### config.mk
export PLATFORM = sky130hd
export DESIGN_NAME = mul_share_sched_flat
export DESIGN_NICKNAME = d
export VERILOG_FILES = /design/src/rtl/mul_share_sched_if.sv /design/src/rtl/mul_share_sched.sv /design/src/flat_wrapper.sv
export SDC_FILE = /design/constraint.sdc
export NUM_CORES = 1
export LEC_CHECK = 0
export ABC_AREA = 1
export ABC_CLOCK_PERIOD_IN_PS = 2000
export CORE_MARGIN = 2
export CORE_UTILIZATION = 45
export CTS_BUF_LIST = sky130_fd_sc_hd__clkbuf_2
export CTS_CLUSTER_SIZE = 8
export DETAILED_ROUTE_END_ITERATION = 10
export DONT_BUFFER_PORTS = 1
export HOLD_SLACK_MARGIN = 0.1
export PLACE_DENSITY_LB_ADDON = 0.2
export REMOVE_ABC_BUFFERS = 1
export SLEW_MARGIN = 15
export SYNTH_ARGS = -nofsm -noshare
export SYNTH_HDL_FRONTEND = slang
export SYNTH_SLANG_ARGS = --single-unit
### constraint.sdc
create_clock -name clk -period 2 [get_ports clk]
set_input_delay 0.4 -clock clk [delete_from_list [all_inputs] [get_ports clk]]
set_output_delay 0.4 -clock clk [all_outputs]
set_load 0.01 [all_outputs]
### src/rtl/mul_share_sched_if.sv
// rtl/mul_share_sched_if.sv - request, response and datapath-control bundle for mul_share_sched
// slave modport (scheduler side):
//    req0_*/req1_* : operand pairs in (valid, a, b), ready out
//    dp_*          : latched operands, nibble selects, shift select, accumulator clear/enable out; dp_acc in
//    rsp_*         : product with requester id out (valid, id, data), ready in
// master modport: the same signals seen from the requesters, datapath and consumer.

interface mul_share_sched_if;
   logic        req0_valid;
   logic [7:0]  req0_a;
   logic [7:0]  req0_b;
   logic        req0_ready;

   logic        req1_valid;
   logic [7:0]  req1_a;
   logic [7:0]  req1_b;
   logic        req1_ready;

   logic [7:0]  dp_a;
   logic [7:0]  dp_b;
   logic        dp_sela;
   logic        dp_selb;
   logic [1:0]  dp_shift_sel;
   logic        dp_acc_clr;
   logic        dp_acc_en;
   logic [15:0] dp_acc;

   logic        rsp_valid;
   logic        rsp_id;
   logic [15:0] rsp_data;
   logic        rsp_ready;

   modport slave (
      input  req0_valid, req0_a, req0_b,
      output req0_ready,
      input  req1_valid, req1_a, req1_b,
      output req1_ready,
      output dp_a, dp_b, dp_sela, dp_selb, dp_shift_sel, dp_acc_clr, dp_acc_en,
      input  dp_acc,
      output rsp_valid, rsp_id, rsp_data,
      input  rsp_ready
   );

   modport master (
      output req0_valid, req0_a, req0_b,
      input  req0_ready,
      output req1_valid, req1_a, req1_b,
      input  req1_ready,
      input  dp_a, dp_b, dp_sela, dp_selb, dp_shift_sel, dp_acc_clr, dp_acc_en,
      output dp_acc,
      input  rsp_valid, rsp_id, rsp_data,
      output rsp_ready
   );
endinterface

### src/rtl/mul_share_sched.sv
// rtl/mul_share_sched.sv - round-robin sequencer for the shared nibble-serial 8x8 multiplier
// Ports:
//    clk      : rising-edge clock
//    rst      : synchronous reset, active-low
//    bus      : mul_share_sched_if.slave (two requesters, datapath controls, response)
//    busy     : high whenever the FSM is not idle
//    done_cnt : number of responses handed off, wraps at 256
// Parameter RR_INIT selects the requester that wins a tie first after reset.

module mul_share_sched #(
   parameter bit RR_INIT = 1'b0
) (
   input  logic             clk,
   input  logic             rst,
   mul_share_sched_if.slave bus,
   output logic             busy,
   output logic [7:0]       done_cnt
);

   typedef enum logic [2:0] {
      S_IDLE,
      S_CLR,
      S_P0,
      S_P1,
      S_P2,
      S_P3,
      S_CAP,
      S_RESP
   } state_t;

   state_t      state;
   state_t      state_nxt;

   logic        ptr;         // requester that wins when both are valid
   logic        gnt0;
   logic        gnt1;
   logic        ready0;
   logic        ready1;
   logic        accept;
   logic        rsp_fire;

   logic        acc_clr;
   logic        acc_en;
   logic        sela;
   logic        selb;
   logic [1:0]  shift_sel;
   logic        rsp_valid;

   logic [7:0]  a_q;
   logic [7:0]  b_q;
   logic        id_q;
   logic [15:0] data_q;
   logic [7:0]  done_q;

   // A lone requester always wins; on a tie the pointer decides.
   assign gnt0 = bus.req0_valid && (!bus.req1_valid || !ptr);
   assign gnt1 = bus.req1_valid && (!bus.req0_valid ||  ptr);

   always_ff @(posedge clk) begin
      if (!rst) begin
         state <= S_IDLE;
      end else begin
         state <= state_nxt;
      end
   end

   // Partial-product order: alo*blo, ahi*blo<<4, alo*bhi<<4, ahi*bhi<<8.
   always_comb begin
      state_nxt = state;
      ready0    = 1'b0;
      ready1    = 1'b0;
      acc_clr   = 1'b0;
      acc_en    = 1'b0;
      sela      = 1'b0;
      selb      = 1'b0;
      shift_sel = 2'b00;
      rsp_valid = 1'b0;
      case (state)
         S_IDLE: begin
            // Readies are held low while reset is asserted so no handshake
            // is ever signalled on an edge that throws the operands away.
            ready0 = rst && gnt0;
            ready1 = rst && gnt1;
            if (ready0 || ready1) begin
               state_nxt = S_CLR;
            end
         end
         S_CLR: begin
            acc_clr   = 1'b1;
            state_nxt = S_P0;
         end
         S_P0: begin
            acc_en    = 1'b1;
            state_nxt = S_P1;
         end
         S_P1: begin
            acc_en    = 1'b1;
            sela      = 1'b1;
            shift_sel = 2'b01;
            state_nxt = S_P2;
         end
         S_P2: begin
            acc_en    = 1'b1;
            selb      = 1'b1;
            shift_sel = 2'b01;
            state_nxt = S_P3;
         end
         S_P3: begin
            acc_en    = 1'b1;
            sela      = 1'b1;
            selb      = 1'b1;
            shift_sel = 2'b10;
            state_nxt = S_CAP;
         end
         S_CAP: begin
            state_nxt = S_RESP;
         end
         S_RESP: begin
            rsp_valid = 1'b1;
            if (bus.rsp_ready) begin
               state_nxt = S_IDLE;
            end
         end
         default: begin
            state_nxt = S_IDLE;
         end
      endcase
   end

   assign accept   = ready0 | ready1;
   assign rsp_fire = rsp_valid & bus.rsp_ready;

   always_ff @(posedge clk) begin
      if (!rst) begin
         ptr    <= RR_INIT;
         a_q    <= 8'd0;
         b_q    <= 8'd0;
         id_q   <= 1'b0;
         data_q <= 16'd0;
         done_q <= 8'd0;
      end else begin
         if (accept) begin
            a_q  <= ready1 ? bus.req1_a : bus.req0_a;
            b_q  <= ready1 ? bus.req1_b : bus.req0_b;
            id_q <= ready1;
            ptr  <= !ready1;      // the loser of this grant leads next time
         end
         // The accumulator already holds the P3 sum during CAP.
         if (state == S_CAP) begin
            data_q <= bus.dp_acc;
         end
         if (rsp_fire) begin
            done_q <= done_q + 8'd1;
         end
      end
   end

   assign bus.req0_ready   = ready0;
   assign bus.req1_ready   = ready1;
   assign bus.dp_a         = a_q;
   assign bus.dp_b         = b_q;
   assign bus.dp_sela      = sela;
   assign bus.dp_selb      = selb;
   assign bus.dp_shift_sel = shift_sel;
   assign bus.dp_acc_clr   = acc_clr;
   assign bus.dp_acc_en    = acc_en;
   assign bus.rsp_valid    = rsp_valid;
   assign bus.rsp_id       = id_q;
   assign bus.rsp_data     = data_q;

   assign busy     = (state != S_IDLE);
   assign done_cnt = done_q;

endmodule

### src/flat_wrapper.sv
// flat-port wrapper written by rule: the top's interface ports become plain ports
module mul_share_sched_flat 
#(
   parameter bit RR_INIT = 1'b0
)
  (clk, rst, busy, done_cnt, bus_req0_valid, bus_req0_a, bus_req0_b, bus_req0_ready, bus_req1_valid, bus_req1_a, bus_req1_b, bus_req1_ready, bus_dp_a, bus_dp_b, bus_dp_sela, bus_dp_selb, bus_dp_shift_sel, bus_dp_acc_clr, bus_dp_acc_en, bus_dp_acc, bus_rsp_valid, bus_rsp_id, bus_rsp_data, bus_rsp_ready);
  mul_share_sched_if bus_i ();
  input  logic clk;
  input  logic rst;
  output logic busy;
  output logic [7:0] done_cnt;
  input wire logic [$bits(bus_i.req0_valid)-1:0] bus_req0_valid;
  input wire logic [$bits(bus_i.req0_a)-1:0] bus_req0_a;
  input wire logic [$bits(bus_i.req0_b)-1:0] bus_req0_b;
  output wire logic [$bits(bus_i.req0_ready)-1:0] bus_req0_ready;
  input wire logic [$bits(bus_i.req1_valid)-1:0] bus_req1_valid;
  input wire logic [$bits(bus_i.req1_a)-1:0] bus_req1_a;
  input wire logic [$bits(bus_i.req1_b)-1:0] bus_req1_b;
  output wire logic [$bits(bus_i.req1_ready)-1:0] bus_req1_ready;
  output wire logic [$bits(bus_i.dp_a)-1:0] bus_dp_a;
  output wire logic [$bits(bus_i.dp_b)-1:0] bus_dp_b;
  output wire logic [$bits(bus_i.dp_sela)-1:0] bus_dp_sela;
  output wire logic [$bits(bus_i.dp_selb)-1:0] bus_dp_selb;
  output wire logic [$bits(bus_i.dp_shift_sel)-1:0] bus_dp_shift_sel;
  output wire logic [$bits(bus_i.dp_acc_clr)-1:0] bus_dp_acc_clr;
  output wire logic [$bits(bus_i.dp_acc_en)-1:0] bus_dp_acc_en;
  input wire logic [$bits(bus_i.dp_acc)-1:0] bus_dp_acc;
  output wire logic [$bits(bus_i.rsp_valid)-1:0] bus_rsp_valid;
  output wire logic [$bits(bus_i.rsp_id)-1:0] bus_rsp_id;
  output wire logic [$bits(bus_i.rsp_data)-1:0] bus_rsp_data;
  input wire logic [$bits(bus_i.rsp_ready)-1:0] bus_rsp_ready;
  assign bus_i.req0_valid = bus_req0_valid;
  assign bus_i.req0_a = bus_req0_a;
  assign bus_i.req0_b = bus_req0_b;
  assign bus_req0_ready = bus_i.req0_ready;
  assign bus_i.req1_valid = bus_req1_valid;
  assign bus_i.req1_a = bus_req1_a;
  assign bus_i.req1_b = bus_req1_b;
  assign bus_req1_ready = bus_i.req1_ready;
  assign bus_dp_a = bus_i.dp_a;
  assign bus_dp_b = bus_i.dp_b;
  assign bus_dp_sela = bus_i.dp_sela;
  assign bus_dp_selb = bus_i.dp_selb;
  assign bus_dp_shift_sel = bus_i.dp_shift_sel;
  assign bus_dp_acc_clr = bus_i.dp_acc_clr;
  assign bus_dp_acc_en = bus_i.dp_acc_en;
  assign bus_i.dp_acc = bus_dp_acc;
  assign bus_rsp_valid = bus_i.rsp_valid;
  assign bus_rsp_id = bus_i.rsp_id;
  assign bus_rsp_data = bus_i.rsp_data;
  assign bus_i.rsp_ready = bus_rsp_ready;
  mul_share_sched #(.RR_INIT(RR_INIT)) u_core (.clk(clk), .rst(rst), .bus(bus_i), .busy(busy), .done_cnt(done_cnt));
endmodule
==> results.sh, run 1 <==
export IMPL_synth_yosys_seq_area_share_pct=40.4
export IMPL_yosys_warnings=0
export IMPL_ys_seq_elements=45
export IMPL_grt_pass1_vias=1815
export IMPL_comb_power_share_pct=13.8
export IMPL_worst_ep_required_time_ns=1.60
export IMPL_power_share_sequential_pct=52.5
export IMPL_ant_nets=0
export IMPL_setup_viol=0
export IMPL_count_of_buffers_inserted_at_the_top_level_ports=0
export IMPL_antenna_found_initial=0
export IMPL_fillerInstances=487
export IMPL_final_setup_tns_ns=0
export IMPL_relSlewSlack_pct=55.1
export IMPL_cellLeakagePower_nw=1.15
export IMPL_placed_cell_area_sq_um=2260
export IMPL_rr_startpoint="u_core.state[2]"
export IMPL_cts_root_to_sink_buffers=2
export IMPL_timing_max_transition_violations_final=0
export IMPL_syn_inst=322
export IMPL_tightestPinTransition_ns=0.673
export IMPL_detail_route_iter0_violations=110
export IMPL_post_synth_top_area_fraction_pct=40.4
export IMPL_yosys_cell_count_top_type="sky130_fd_sc_hd__nand2_1"
export IMPL_cts_sinks=45
export IMPL_gr_total_overflow=0
export IMPL_post_synth_main_area_contributors="sky130_fd_sc_hd__dfxtp_1 (40%), sky130_fd_sc_hd__nand2_1 (12%), sky130_fd_sc_hd__nand3_1 (12%), sky130_fd_sc_hd__a21oi_1 (9.2%), sky130_fd_sc_hd__inv_1 (8.6%)"
export IMPL_net_switching_power_w=0.000511
export IMPL_grt_max_degree=38
export IMPL_run_status="complete, no violations"
export IMPL_fin_area_sq_um=2540
export IMPL_cts_root_buffer="sky130_fd_sc_hd__clkbuf_2"
export IMPL_n_antenna_cell=0
export IMPL_drive_above_1_share_pct=9.20
export IMPL_startpoint_type="flip-flop"
export IMPL_critical_path_top_delay_family="flip-flops"
export IMPL_cts_clk_slew_worst_paths_ns=0.23
export IMPL_post_route_drc_count=0
export IMPL_worstHoldPathCells=4
export IMPL_tritoncts="yes"
export IMPL_timing_critical_path_to_type="output port"
export IMPL_worst_slack_ns=0.139
export IMPL_final_seq_area_sq_um=903
export IMPL_cap_viol_max_count=0
export IMPL_grt_setup_unrepaired="false"
export IMPL_crit_buf_inv=2
export IMPL_timing_worst_setup_path_type="flip-flop to output port"
export IMPL_endpoint_arrival_time_on_the_critical_path_ns=1.46
export IMPL_utilization_pct=53.5
export IMPL_clock_fmax_ghz=0.537
export IMPL_hpwl_microns=3670
export IMPL_chipHeight_microns=74.4
export IMPL_ys_dominant_reg_cell="sky130_fd_sc_hd__dfxtp_1"
export IMPL_final_critical_path_time_including_i_o_delays_and_setup_ns=1.86
export IMPL_timing_clock_skew_ns=0.0157
export IMPL_worstReg2RegEnd="u_core.bus.dp_a[4]"
export IMPL_i_o_pins=104
export IMPL_critical_path_max_stage_delay_ns=0.47
export IMPL_clock_insertion_delay_worst_skew_ns=0.42
export IMPL_area_delta_synth_final_pct=13.9
export IMPL_vias=2046
export IMPL_clockPowerShare_pct=33.6
export IMPL_hold_class="input pin to flip-flop"
export IMPL_synthTopCellsByCount="sky130_fd_sc_hd__nand2_1 (71), sky130_fd_sc_hd__nand3_1 (53), sky130_fd_sc_hd__inv_1 (51)"
export IMPL_report_final_hold_viol_count=0
export IMPL_asyncSetResetFlopFracSynth_pct=0
export IMPL_place_gp_congestion=0.859
export IMPL_design_die_area_sq_um=5540
export IMPL_grt_first_pass_wirelength_microns=8500
export IMPL_cp_cell_sequence="buf_6 > ha_1 > inv_1"
export IMPL_power_report_internal_total_w=0.00137
export IMPL_core_region_area_sq_um=4750
export IMPL_synth_cell_type_count=24
export IMPL_finalCritPeriodShare_pct=93.1
export IMPL_netlist_top_cell_by_area="sky130_fd_sc_hd__dfxtp_1"
export IMPL_die_w_microns=74.4
export IMPL_crit_slowest_cell="sky130_fd_sc_hd__dfxtp_1"
export IMPL_vdd_ir_drop_worst_v=0.000448
export IMPL_crit_fanout=20
export IMPL_multi_input_area_sq_um=1050
export IMPL_nNetsFinal=393
export IMPL_power_per_cell_area_nw_per_um2=739
export IMPL_total_power_after_layout_w=0.00188
export IMPL_totalWireLength_microns=5370
export IMPL_min_delay_worst_endpoint="u_core.bus.dp_b[6]"
export IMPL_detailedPlace_worstSlack_ns=0.410
export IMPL_gr_usage_all_layers_pct=19.9
export IMPL_initial_core_util_pct=46.9
export IMPL_worst_r2r_path_depth=8
export IMPL_dr_pass1_iters=6
export IMPL_vias_per_cell=5.06
export IMPL_net_switching_fraction_of_the_power_pct=27.2
export IMPL_holdCritStartpoint="bus_req0_b[6]"
export IMPL_timing_reg2reg_setup_slack_ns=0.42
export IMPL_syn_area_per_cell_sq_um=6.93
export IMPL_synth_edff_count=0
export IMPL_synthesis_area_sq_um=2230
export IMPL_detail_route_wl_per_cell_microns=13.3
export IMPL_num_rows=25
export IMPL_cts_max_level=2
export IMPL_cts_made_buffers=5
==> metrics by stage <==
step | hold slack [ns] | instances
floorplan | 0.483 | 308
global placement | 0.495 | 378
detailed placement | 0.501 | 378
CTS | 0.138 | 404
global route | 0.145 | 404
finish | 0.172 | 404
==> repair_timing <==
item	CTS	global route
endpoints found under the hold margin	24	0
hold buffers	17	0
setup buffers	1	0
resized for setup	1	6
setup endpoints to repair	2	3
pin swaps	1	0
==> cell families after synthesis <==
group,synth area share [%]
AO/OA/AOI/OAI,11.9
adder cells (fa/ha/maj),2.24
buffers and inverters,13.1
flip-flops,40.4
AND/OR/NAND/NOR,32.3
==> final cells by class <==
type	count	area share [%]
Sequential cell	45	35.5
Multi-Input combinational cell	208	41.3
Timing Repair Buffer	21	8.02
Inverter	55	8.32
Clock buffer	5	0.984
Clock inverter	3	2.56
Tap cell	67	3.30
==> metal layers <==
| metal | share of wire [%] | GRT usage (%) | up-vias |
|---|---|---|---|
| met3 | 8.0 | 7.05 | 8 |
| met5 | 0 | 0 | - |
| li1 | - | - | 1049 |
| met1 | 43 | 24.1 | 910 |
| met2 | 48 | 32.8 | 79 |
| met4 | 1.5 | 6.75 | 0 |
==> registers in the layout, indices dropped and copies added, names as in the netlist <==
| signal | count |
|---|---|
| u_core.bus.dp_a | 8 |
| u_core.bus.dp_b | 8 |
| u_core.bus.rsp_data | 16 |
| u_core.bus.rsp_id | 1 |
| u_core.done_cnt | 8 |
| u_core.ptr | 1 |
| u_core.state | 3 |
==> cells in the final DEF, fill, tap and decap left out <==
| master | count |
|---|---|
| sky130_fd_sc_hd__nand2_1 | 70 |
| sky130_fd_sc_hd__nand3_1 | 53 |
| sky130_fd_sc_hd__inv_1 | 51 |
| sky130_fd_sc_hd__dfxtp_1 | 43 |
| sky130_fd_sc_hd__a21oi_1 | 41 |
| sky130_fd_sc_hd__dlygate4sd3_1 | 17 |
| sky130_fd_sc_hd__nor2_1 | 13 |
| sky130_fd_sc_hd__o21ai_0 | 8 |
| sky130_fd_sc_hd__clkbuf_2 | 5 |
| sky130_fd_sc_hd__ha_1 | 4 |
| sky130_fd_sc_hd__inv_2 | 3 |
| sky130_fd_sc_hd__nand2_4 | 3 |
| sky130_fd_sc_hd__nand2_2 | 3 |
| sky130_fd_sc_hd__nand4_1 | 3 |
| sky130_fd_sc_hd__buf_4 | 3 |
| sky130_fd_sc_hd__nor2_2 | 2 |
| sky130_fd_sc_hd__nor3_1 | 2 |
| sky130_fd_sc_hd__bufinv_16 | 2 |
| sky130_fd_sc_hd__dfxtp_2 | 2 |
| sky130_fd_sc_hd__a21oi_4 | 1 |
| sky130_fd_sc_hd__nor2_8 | 1 |
| sky130_fd_sc_hd__o21ai_1 | 1 |
| sky130_fd_sc_hd__nor3b_4 | 1 |
| sky130_fd_sc_hd__nor2_4 | 1 |
| sky130_fd_sc_hd__clkinv_4 | 1 |
| sky130_fd_sc_hd__nor3b_2 | 1 |
| sky130_fd_sc_hd__clkinv_2 | 1 |
| sky130_fd_sc_hd__buf_6 | 1 |
==> power groups by stage <==
| stage | logic [W] | registers [W] | clock network (W) |
|---|---|---|---|
| after detailed placement | 0.000222 | 0.00100 | 0 |
| final | 0.000259 | 0.000987 | 0.000632 |
| after CTS | 0.000256 | 0.000988 | 0.000660 |
| after floorplan | 0.000177 | 0.000992 | 0 |
| after global routing | 0.000296 | 0.000993 | 0.000690 |
| after global placement | 0.000221 | 0.00100 | 0 |
==> worst max-delay path by stage <==
stage	depth (start not counted)	from	slack, ns	to
floorplan	5	u_core.state[2]	0.37	bus_req1_ready
global placement	4	u_core.state[0]	0.43	bus_dp_sela
detailed placement	4	u_core.state[0]	0.41	bus_dp_sela
CTS	3	u_core.state[1]	0.001	bus_req0_ready
global route	4	u_core.state[0]	0.02	bus_dp_sela
finish	3	u_core.state[2]	0.14	bus_dp_acc_en
==> worst register-to-register path, delay by kind of cell, from the launching register on <==
kind            cells  cell delay [ns]
flops               1             0.40
compound gates      1             0.14
simple gates        4             0.47
buf+inv             3             0.52
No activity file was read; power rests on OpenSTA's default activity.
==> run 2: changes to the inputs <==
- ABC_AREA: 1 -> default
- CELL_PAD_IN_SITES_DETAIL_PLACEMENT: default -> 1
- CELL_PAD_IN_SITES_GLOBAL_PLACEMENT: default -> 1
==> results.sh, run 2 <==
export IMPL_run_status="complete, but fails checks"
export IMPL_failing_checks="negative setup slack"
export IMPL_synth_compound_gate_area_share_pct=28.9
export IMPL_multiplexer_share_of_the_synthesized_area_pct=1.48
export IMPL_syn_area_per_cell_sq_um=9.12
export IMPL_synth_yosys_seq_area_share_pct=44.3
export IMPL_final_critical_path_time_including_i_o_delays_and_setup_ns=2.01
export IMPL_yosys_cell_count_top_type="sky130_fd_sc_hd__dfxtp_1"
export IMPL_commonest_cells_after_routing_fill_and_taps_aside="sky130_fd_sc_hd__dfxtp_1 (43), sky130_fd_sc_hd__nand2_1 (38), sky130_fd_sc_hd__a21oi_1 (26), sky130_fd_sc_hd__dlygate4sd3_1 (19), sky130_fd_sc_hd__o221a_2 (17)"
export IMPL_clock_fmax_ghz=0.497
export IMPL_synth_cell_type_count=35
export IMPL_final_setup_tns_ns=-0.0126
export IMPL_power_per_cell_area_nw_per_um2=701
export IMPL_cts_clk_slew_worst_paths_ns=0.23
export IMPL_detail_route_wl_per_cell_microns=19.4
export IMPL_fin_area_sq_um=2320
export IMPL_placed_cell_area_sq_um=2070
export IMPL_cp_cell_sequence="or4b_4 > nor3_2 > buf_4"
export IMPL_cts_root_to_sink_buffers=2
export IMPL_dr_pass1_iters=4
export IMPL_cts_sinks=45
export IMPL_num_rows=24
export IMPL_cap_viol_max_count=0
export IMPL_synth_edff_count=0
export IMPL_tritoncts="yes"
export IMPL_post_synth_and_or_nand_nor_area_fraction_pct=16.1
export IMPL_count_of_buffers_inserted_at_the_top_level_ports=0
export IMPL_nNetsFinal=295
export IMPL_design_die_area_sq_um=5080
export IMPL_worst_slack_ns=-0.0126
export IMPL_antenna_found_initial=0
export IMPL_critical_path_top_delay_family="simple AND/OR/NAND/NOR gates"
export IMPL_grt_setup_unrepaired="true"
export IMPL_timing_critical_path_to_type="output port"
export IMPL_gr_total_overflow=0
export IMPL_relSlewSlack_pct=49.3
export IMPL_crit_buf_inv=1
export IMPL_cts_made_buffers=5
export IMPL_vdd_ir_drop_worst_v=0.000305
export IMPL_grt_max_degree=25
export IMPL_crit_slowest_cell="sky130_fd_sc_hd__or4b_4"
export IMPL_asyncSetResetFlopFracSynth_pct=0
export IMPL_synthTopCellsByCount="sky130_fd_sc_hd__dfxtp_1 (45), sky130_fd_sc_hd__nand2_1 (38), sky130_fd_sc_hd__a21oi_1 (26)"
export IMPL_n_antenna_cell=0
export IMPL_timing_clock_skew_ns=0.00642
export IMPL_gr_usage_all_layers_pct=21.9
export IMPL_vias_per_cell=6.22
export IMPL_clock_insertion_delay_worst_skew_ns=0.41
export IMPL_endpoint_arrival_time_on_the_critical_path_ns=1.61
export IMPL_largest_register_ff_count=16
export IMPL_multi_input_area_sq_um=1020
export IMPL_fillerInstances=505
export IMPL_ys_dominant_reg_cell="sky130_fd_sc_hd__dfxtp_1"
export IMPL_i_o_pins=104
export IMPL_netlist_top_cell_by_area="sky130_fd_sc_hd__dfxtp_1"
export IMPL_ys_seq_elements=45
export IMPL_startpoint_type="flip-flop"
export IMPL_worst_ep_required_time_ns=1.60
export IMPL_setup_viol=1
export IMPL_cellLeakagePower_nw=0.832
export IMPL_cts_max_level=2
export IMPL_core_region_area_sq_um=4350
export IMPL_vias=1810
export IMPL_fin_worst_hold_slack_ns=0.140
export IMPL_synth_adder_area_share_pct=2.46
export IMPL_synth_xor_area_share_pct=0.861
export IMPL_post_route_drc_count=0
export IMPL_post_synth_top_area_fraction_pct=44.3
export IMPL_post_synth_main_area_contributors="sky130_fd_sc_hd__dfxtp_1 (44%), sky130_fd_sc_hd__o221a_2 (9.4%), sky130_fd_sc_hd__o32a_1 (7.9%), sky130_fd_sc_hd__nand2_1 (7.0%), sky130_fd_sc_hd__a21oi_1 (6.4%)"
export IMPL_tightestPinTransition_ns=0.759
export IMPL_finalCritPeriodShare_pct=101
export IMPL_crit_fanout=3
export IMPL_critical_path_max_stage_delay_ns=0.56
export IMPL_hold_class="input pin to flip-flop"
export IMPL_grt_pass1_vias=1856
export IMPL_hpwl_microns=3820
export IMPL_utilization_pct=53.3
export IMPL_initial_core_util_pct=46.7
export IMPL_place_gp_congestion=0.852
export IMPL_ant_nets=0
export IMPL_area_delta_synth_final_pct=14.0
export IMPL_die_w_microns=71.2
export IMPL_cts_root_buffer="sky130_fd_sc_hd__clkbuf_2"
export IMPL_detailedPlace_worstSlack_ns=0.282
export IMPL_chipHeight_microns=71.2
export IMPL_layout_cells_most_common="sky130_fd_sc_hd__dfxtp_1"
export IMPL_report_final_hold_viol_count=0
export IMPL_grt_first_pass_wirelength_microns=8830
export IMPL_totalWireLength_microns=5650
export IMPL_detail_route_iter0_violations=71
export IMPL_synthesis_area_sq_um=2030
export IMPL_yosys_warnings=0
export IMPL_final_seq_area_sq_um=906
export IMPL_syn_inst=223
export IMPL_timing_max_transition_violations_final=0
export IMPL_timing_worst_setup_path_type="flip-flop to output port"
export IMPL_drive_above_1_share_pct=16.3
export IMPL_largest_family_of_logic_cells_by_synthesized_area="compound AO/OA/AOI/OAI gates"
[run 2: changes by cell type after synthesis, moves of 12 or more]
cell                       delta
sky130_fd_sc_hd__nand3_1     -51
sky130_fd_sc_hd__inv_1       -42
sky130_fd_sc_hd__nand2_1     -33
sky130_fd_sc_hd__o221a_2     +17
sky130_fd_sc_hd__o32a_1      +16
sky130_fd_sc_hd__a21oi_1     -15
sky130_fd_sc_hd__clkbuf_1    +12
[run 2: where the power goes]
part | total [W] | leakage (nW) | switching [W] | internal [W]
logic | 0.000253 | 0.435 | 0.000127 | 0.000127
registers | 0.000992 | 0.367 | 0.0000501 | 0.000942
clock network | 0.000381 | 0.0304 | 0.000298 | 0.0000831
[run 2: logic make-up after synthesis]
family,Yosys count
AOI/OAI and AO/OA,72
xor gates and xnor gates,2
adders and majority gates,4
buffers and inverters,29
DFF,45
muxes,3
and+or+nand+nor,68
[run 2: worst paths after layout]
kind | depth (start not counted) | startpoint | endpoint | slack, ns
max | 3 | u_core.state[0] | bus_req1_ready | -0.01
min reg2reg | 2 | u_core.bus.rsp_data[4] | u_core.bus.rsp_data[4] | 0.52
min | 2 | rst | u_core.state[2] | 0.14
max reg2reg | 4 | u_core.state[0] | u_core.bus.dp_b[6] | 0.17
[run 2: timing repair]
action                                 4_1_cts  5_1_grt
endpoints found under the hold margin       31        3
hold buffers                                16        3
setup endpoints to repair                    3        3
buffers inserted                             1        0
gates resized for setup                      3        2
gates cloned                                 0        0
pin swaps                                    2        1
[run 2: routing by layer]
layer  track usage (%)  up-vias  part of all wire [%]
met3              6.75       13                   7.9
li1                  -      852                     -
met5                 0        -                     0
met4              8.60        0                   2.2
met1              24.8      859                    40
met2              38.3       86                    50
[run 2: cell type report]
class | instances | share of cell area (%)
Inverter | 10 | 1.62
Multi-Input combinational cell | 149 | 43.9
Clock buffer | 5 | 1.08
Tap cell | 52 | 2.80
Timing Repair Buffer | 27 | 10.8
Clock inverter | 3 | 0.755
Sequential cell | 45 | 39.1
[run 2: worst reg2reg max path, stage by stage (launching register included)]
cell and delay, ns:
sky130_fd_sc_hd__dfxtp_2 0.37, sky130_fd_sc_hd__or4b_4 0.56, sky130_fd_sc_hd__buf_4 0.20, sky130_fd_sc_hd__a21oi_4 0.39
sky130_fd_sc_hd__o221a_2 0.28
[run 2: metrics by stage]
step | cells | total power, W
2_1_floorplan | 204 | 0.00116
3_3_place_gp | 263 | 0.00121
3_5_place_dp | 263 | 0.00122
4_1_cts | 288 | 0.00163
5_1_grt | 291 | 0.00171
6_report | 291 | 0.00163
